### src/rtl/res_reader.sv
// res_reader: drains the two result buffers after a convolve/pool pass.
//
// For each address 0 .. num_words-1 one synchronous read is issued to both
// buffers on the shared rd_addr. The two returned words are then sent on a
// single valid/ready stream: the lane-1 word first, then the lane-2 word.
// out_last marks the lane-2 word of the final address. done pulses for one
// cycle when the drain completes.
//
// Ports:
//   clk        clock, all logic on posedge
//   rst        synchronous reset, active-low
//   start      begin a drain (sampled only when idle)
//   num_words  words per lane to drain, latched when start is accepted
//   rd_en      read strobe to both result buffers
//   rd_addr    read address to both result buffers
//   rd_data1   lane-1 buffer data, valid one cycle after rd_en
//   rd_data2   lane-2 buffer data, same timing as rd_data1
//   out_data   stream data
//   out_valid  stream valid
//   out_ready  stream ready
//   out_last   final word of the drain
//   busy       high whenever not idle
//   done       one-cycle completion pulse
module res_reader #(
    parameter int unsigned BIT_DEPTH  = 8,
    parameter int unsigned ADDR_WIDTH = 10
) (
    input  logic                  clk,
    input  logic                  rst,
    input  logic                  start,
    input  logic [ADDR_WIDTH-1:0] num_words,
    output logic                  rd_en,
    output logic [ADDR_WIDTH-1:0] rd_addr,
    input  logic [BIT_DEPTH-1:0]  rd_data1,
    input  logic [BIT_DEPTH-1:0]  rd_data2,
    output logic [BIT_DEPTH-1:0]  out_data,
    output logic                  out_valid,
    input  logic                  out_ready,
    output logic                  out_last,
    output logic                  busy,
    output logic                  done
);

    typedef enum logic [2:0] {
        StIdle,
        StFetch,
        StCapture,
        StSend1,
        StSend2,
        StFinish
    } state_e;

    state_e                state_q, state_d;
    logic [ADDR_WIDTH-1:0] num_words_q, num_words_d;
    logic [ADDR_WIDTH-1:0] rd_addr_q, rd_addr_d;
    logic [BIT_DEPTH-1:0]  hold2_q, hold2_d;
    logic [BIT_DEPTH-1:0]  out_data_q, out_data_d;
    logic                  out_last_q, out_last_d;
    logic                  out_valid_q, out_valid_d;
    logic                  rd_en_q, rd_en_d;
    logic                  busy_q, busy_d;
    logic                  done_q, done_d;
    logic [ADDR_WIDTH-1:0] last_addr;

    // Only meaningful once a non-zero count is latched, so no underflow case.
    assign last_addr = num_words_q - ADDR_WIDTH'(1);

    always_comb begin
        state_d     = state_q;
        num_words_d = num_words_q;
        rd_addr_d   = rd_addr_q;
        hold2_d     = hold2_q;
        out_data_d  = out_data_q;
        out_last_d  = out_last_q;

        unique case (state_q)
            StIdle: begin
                if (start) begin
                    num_words_d = num_words;
                    rd_addr_d   = '0;
                    state_d     = (num_words == '0) ? StFinish : StFetch;
                end
            end
            StFetch: begin
                state_d = StCapture;
            end
            StCapture: begin
                // Lane-1 word goes straight to the output register; lane-2 waits.
                out_data_d = rd_data1;
                hold2_d    = rd_data2;
                out_last_d = 1'b0;
                state_d    = StSend1;
            end
            StSend1: begin
                if (out_ready) begin
                    out_data_d = hold2_q;
                    out_last_d = (rd_addr_q == last_addr);
                    state_d    = StSend2;
                end
            end
            StSend2: begin
                if (out_ready) begin
                    out_last_d = 1'b0;
                    if (out_last_q) begin
                        state_d = StFinish;
                    end else begin
                        rd_addr_d = rd_addr_q + ADDR_WIDTH'(1);
                        state_d   = StFetch;
                    end
                end
            end
            StFinish: begin
                state_d = StIdle;
            end
            default: begin
                state_d = StIdle;
            end
        endcase

        // Outputs are registered versions of the next-state decode.
        rd_en_d     = (state_d == StFetch);
        out_valid_d = (state_d == StSend1) || (state_d == StSend2);
        busy_d      = (state_d != StIdle);
        done_d      = (state_d == StFinish);
    end

    always_ff @(posedge clk) begin
        if (!rst) begin
            state_q     <= StIdle;
            num_words_q <= '0;
            rd_addr_q   <= '0;
            hold2_q     <= '0;
            out_data_q  <= '0;
            out_last_q  <= 1'b0;
            out_valid_q <= 1'b0;
            rd_en_q     <= 1'b0;
            busy_q      <= 1'b0;
            done_q      <= 1'b0;
        end else begin
            state_q     <= state_d;
            num_words_q <= num_words_d;
            rd_addr_q   <= rd_addr_d;
            hold2_q     <= hold2_d;
            out_data_q  <= out_data_d;
            out_last_q  <= out_last_d;
            out_valid_q <= out_valid_d;
            rd_en_q     <= rd_en_d;
            busy_q      <= busy_d;
            done_q      <= done_d;
        end
    end

    assign rd_en     = rd_en_q;
    assign rd_addr   = rd_addr_q;
    assign out_data  = out_data_q;
    assign out_valid = out_valid_q;
    assign out_last  = out_last_q;
    assign busy      = busy_q;
    assign done      = done_q;

endmodule

### config.mk
export PLATFORM = sky130hd
export DESIGN_NAME = res_reader
export DESIGN_NICKNAME = d
export VERILOG_FILES = /design/src/rtl/res_reader.sv
export SDC_FILE = /design/constraint.sdc
export NUM_CORES = 1
export LEC_CHECK = 0
export ABC_CLOCK_PERIOD_IN_PS = 1900
export CAP_MARGIN = 25
export CORE_MARGIN = 3
export CORE_UTILIZATION = 45
export CTS_CLUSTER_SIZE = 25
export DETAILED_ROUTE_END_ITERATION = 8
export HOLD_SLACK_MARGIN = 0.05
export PLACE_DENSITY = 0.76
export SETUP_SLACK_MARGIN = 0.05
export SLEW_MARGIN = 20
export SYNTH_ARGS = -nofsm -noshare
export SYNTH_HDL_FRONTEND = slang
export SYNTH_SLANG_ARGS = --single-unit
export TNS_END_PERCENT = 50
### constraint.sdc
create_clock -name clk -period 1.9 [get_ports clk]
set_clock_uncertainty 0.2 [all_clocks]
set_input_delay 0.38 -clock clk [delete_from_list [all_inputs] [get_ports clk]]
set_output_delay 0.38 -clock clk [all_outputs]
set_load 0.01 [all_outputs]
Word level (Yosys, flattened, before mapping). Cells that the tools add are included.

Register bits: 44. Output and inout bits: 23. Bits of input ports: 30. Logic and storage cells: 51.

Reductions and logical operators: 11. Equality and inequality tests: 13. Add/sub/neg operators: 2. Multiplexer cells: 15.

Operators by type and width (count): 10-bit 2-to-1 mux (3); 10-bit case mux with 2 select lines (1); 8-bit case mux with 2 select lines (1); 3-bit 2-to-1 mux (5); 3-bit case mux with 5 select lines (1); 10-bit by 1-bit adder with 10-bit output, second input constant (1); 10-bit == test (1); 10-bit zero test (1); 10-bit by 1-bit subtractor with 10-bit output, second input constant (1); 3-bit by 2-bit == test with 1-bit output, second input constant (3); 3-bit == test, second input constant (3); 8-bit 2-to-1 mux (1); 2-bit inequality test, second input constant (4); 3-bit by 1-bit == test with 1-bit output, second input constant (2); 3-bit nonzero test (2); 2-bit AND reduction (2); 4-bit AND reduction (1); 2-bit nonzero test (2); 3-bit zero test (1); 1-bit case mux with 3 select lines (1); 3-bit AND reduction (1); 1-bit 2-to-1 mux (2); 1-bit logical OR (1).

Logic depth before layout (Yosys ltp).
Depth after elaboration: 6. Depth in mapped cells: 7. Mapped depth without buffers: 7.

Worst setup path before layout. Ideal clock, no wire load.

Path kind: reg-to-reg. Start: register num_words_q[0]. End: register out_last_q, in the netlist out_last. Clock period less this slack: 2091 ps. Arrival time: 1831 ps. Path slack: -191 ps. Data required time: 1640 ps. Cell stages (with the launch flop): 8. Path buffers: 0. Library setup time: 60 ps. Path through: dfxtp_1 > inv_1 > ha_1 > xor2_1 > nand3_1 > or4_1 > o41ai_1 > and3_1.

Longest elaborated chain between the ends: 4.

Ends and longest elaborated chain: start: declaration (RTL line 54) `logic [ADDR_WIDTH-1:0] num_words_q, num_words_d;`; start signal: assignment (RTL line 141) `num_words_q <= num_words_d;`; 10-bit by 1-bit subtractor with 10-bit output (RTL line 66) `assign last_addr = num_words_q - ADDR_WIDTH'(1);`; 10-bit == test (RTL line 97) `out_last_d = (rd_addr_q == last_addr);`; 1-bit 2-to-1 mux (RTL line 95) `if (out_ready) begin`; 1-bit case mux with 3 select lines (RTL line 76) `unique case (state_q)`; end signal: assignment (RTL line 145) `out_last_q <= out_last_d;`; end: declaration (RTL line 58) `logic out_last_q, out_last_d;`.

No other way between the ends. The select of a mux whose other input is x is not followed. A chain may end at the register's enable or synchronous reset.

Final worst setup path.
Start: register num_words_q[1]. End: register out_last_q, in the netlist out_last.

The elaborated chain is that of the path after synthesis.

==> out/qor.yml <==
synthesis:
  yosysTopAreaCell: "dfxtp_1"
  netlist-cell-type-count: 46
  synth.net_count: 291
  synthesis.area_sq_mm: 0.00223
  yosys-top-cells-area: "dfxtp_1, nand2_1, a21boi_0"
  ys_seq_area_share_pct: 39.5
  synth_area_per_cell_sq_um: 8.60
  yosysMostFrequentCell: "dfxtp_1"
  synth_edf_count: 0
  synthTopCellsByCount: "dfxtp_1, nand2_1, nand3_1, a21boi_0, nor2b_1"
  synth.top_cell.area_share_pct: 39.5
  ys_warn_count: 0
  syn-instance-count: 259
  ys_dominant_reg_cell: "dfxtp_1"
  yosys_register_bits: 44
  synthArstFlopShare_pct: 0
cts:
  clk_pin_slew_worst_paths_ns: 0.09
  cts_tree: "yes"
  numCtsBuffers: 5
  cts_sinks: 44
  worstSkewPairLatency_ns: 0.30
  clockBufferDepth: 2
  root_buffer: "clkbuf_8"
  cts.htree.levels: 2
floorplanning:
  ios: 53
  rows: 24
  dieArea_sq_mm: 0.00583
  die_w_um: 76.4
  initial_core_util_pct: 48.8
  die_h_um: 76.4
  core_area_sq_mm: 0.00456
layout:
  stdcell_count: 413
  n_antenna_cell: 0
  n_fill_cell: 368
  fin_nets: 379
  finalInstanceArea_sq_mm: 0.00329
  multiInputGateArea_sq_mm: 0.00133
  area_growth_pct: 47.6
  seq_area_sq_um: 896
  drive_gt1_share_pct: 22.4
drt:
  drt_pass1_iterations: 4
  drc_errors: 0
  final_antenna_net_count: 0
  num_vias: 2163
  via_per_inst: 5.24
  drt_iter0_markers: 117
  wl_per_cell_um: 14.1
  routed_wl_um: 5840
power:
  p_per_area_mw_per_mm2: 705
  combPwrFrac_pct: 23.5
  p_int_mw: 1.71
  p_total_mw: 2.32
  switching_share_pct: 26.4
  vdd.ir_drop.worst_mv: 0.495
  p_switching_mw: 0.612
  p_leak_nw: 1.46
  seqPwrFrac_pct: 43.6
  power.clock.fraction_pct: 32.8
place:
  gp_congestion: 0.802
  dpl.cell_count: 401
  io_buffers: 52
  place_area_sq_mm: 0.00308
  hpwl_um: 4320
sta:
  setup_slack_ns: -0.133
  fin_crit_ns: 2.03
  rsz0062_at_grt: "true"
  fmax_mhz: 492
  final-setup-viol-count: 1
  tightestPinTransition_ns: 0.344
  holdWs_ns: 0.297
  slew_headroom_pct: 76.5
  maxSlewViolCount: 0
  hold_violations: 0
  fin_crit_sh_pct: 107
global_routing:
  grt_pass1_vias: 2115
  grt_pass1_wl_um: 9810
  grt.total_usage_pct: 20.3
  grt_max_degree: 36
  overflow: 0
  antenna_found_initial: 0
worst_setup_path:
  crit_required_ns: 1.95
  worst_path_largest_cell_delay_ns: 0.49
  end_kind: "register"
  slowest_stage: "or4_4"
  cp.arrival_ns: 2.08
  path_cells: "inv_2, ha_4, xor2_1, nand3_1, or4_4, o41ai_2, and3_1"
  path_class: "reg -> reg"
  path_buf_inv: 1
  critPathLaunchType: "register"
  cp_top_family: "simple AND/OR/NAND/NOR gates"
  path_max_fanout: 3
  rrSetupSlack_ns: -0.13
run:
  cap_violations: 0
outcome:
  outcome: "finished with violations"
  violations: "negative setup slack"
min_path:
  hold_class: "in -> reg"
-- what timing repair did --
| action | in CTS | in global routing |
|---|---|---|
| gates resized for setup | 25 | 9 |
| buffers inserted | 2 | 2 |
| setup endpoints to repair | 16 | 10 |
| hold buffers | 0 | 0 |
| pin swaps | 4 | 4 |
-- metrics by stage --
step	setup slack, ns	setup TNS, ns	util (%)
2_1_floorplan	-0.0470	-0.0470	-
3_3_place_gp	-0.422	-5.61	67.4
3_5_place_dp	-0.487	-6.84	67.4
4_1_cts	-0.115	-0.115	71.1
5_1_grt	-0.179	-0.191	72.1
6_report	-0.133	-0.133	72.1
-- layout by cell type, fill, tap and decap left out, types with 6 or more instances in the layout --
cell             netlist  layout
nand2_1               40      40
clkdlybuf4s50_1        0      40
buf_4                  0      40
dfxtp_1               44      34
nand3_1               20      20
a21boi_0              15      14
xor2_1                12      12
nor2b_1               13      12
nor2_1                11      11
dlygate4sd2_1          0       9
dfxtp_2                0       9
mux2i_1                8       8
o211a_1                8       8
xnor2_1                6       6
clkbuf_8               0       6
-- power by group through the flow --
| stage | clock network, mW | registers, mW | logic [mW] |
|---|---|---|---|
| 2_1_floorplan | 0 | 1.04 | 0.270 |
| 3_3_place_gp | 0 | 1.03 | 0.511 |
| 3_5_place_dp | 0 | 1.03 | 0.524 |
| 4_1_cts | 0.771 | 1.01 | 0.537 |
| 5_1_grt | 0.824 | 1.02 | 0.595 |
| 6_report | 0.761 | 1.01 | 0.546 |
-- worst min-delay path, stage by stage --
cell and delay (ns):
dlygate4sd2_1 0.25, nand2_1 0.06, a21boi_0 0.06
-- final cells by class --
class                      count  area share [%]
clock buffer                   6            2.51
clock inverter                 2            1.18
inverter                       3           0.342
multi-input combinational    199            40.5
sequential                    44            27.2
tap                           65            2.47
timing repair buffer          94            25.8
-- worst paths after layout --
path	depth (start not counted)	end	from
hold reg to reg	1	out_data[2]$_SDFFE_PN0P_	out_data[2]$_SDFFE_PN0P_
setup reg to reg	7	out_last$_SDFFE_PN0P_	num_words_q[1]$_SDFFE_PN0P_
hold / removal	3	num_words_q[5]$_SDFFE_PN0P_	num_words[5]
setup / recovery	7	out_last$_SDFFE_PN0P_	num_words_q[1]$_SDFFE_PN0P_
-- kinds of logic (layout without fill, tap and decap cells) --
group,after synthesis,in the layout,share of synthesized area (%)
adders and majority gates,2,2,1.12
DFF,44,44,39.5
xor gates and xnor gates,18,18,7.07
muxes,8,8,3.59
buffers and inverters,16,105,3.37
AOI/OAI and AO/OA,47,47,16.3
and+or+nand+nor,124,124,29.0
-- routing by layer --
layer  part of all wire, %  up-vias  GRT usage, %
met4                   1.5        0          6.16
li1                      -     1080             -
met1                    46     1028          25.8
met3                   3.0       11          2.96
met2                    49       44          35.5
met5                     0        -             0
-- registers in the layout, indices dropped and copies added, names as in the netlist --
signal / count
rd_en: 1
state_q: 3
num_words_q: 10
out_valid: 1
busy: 1
rd_addr: 10
out_last: 1
done: 1
out_data: 8
hold2_q: 8
Note: power is estimated with default switching activity, not from simulation.
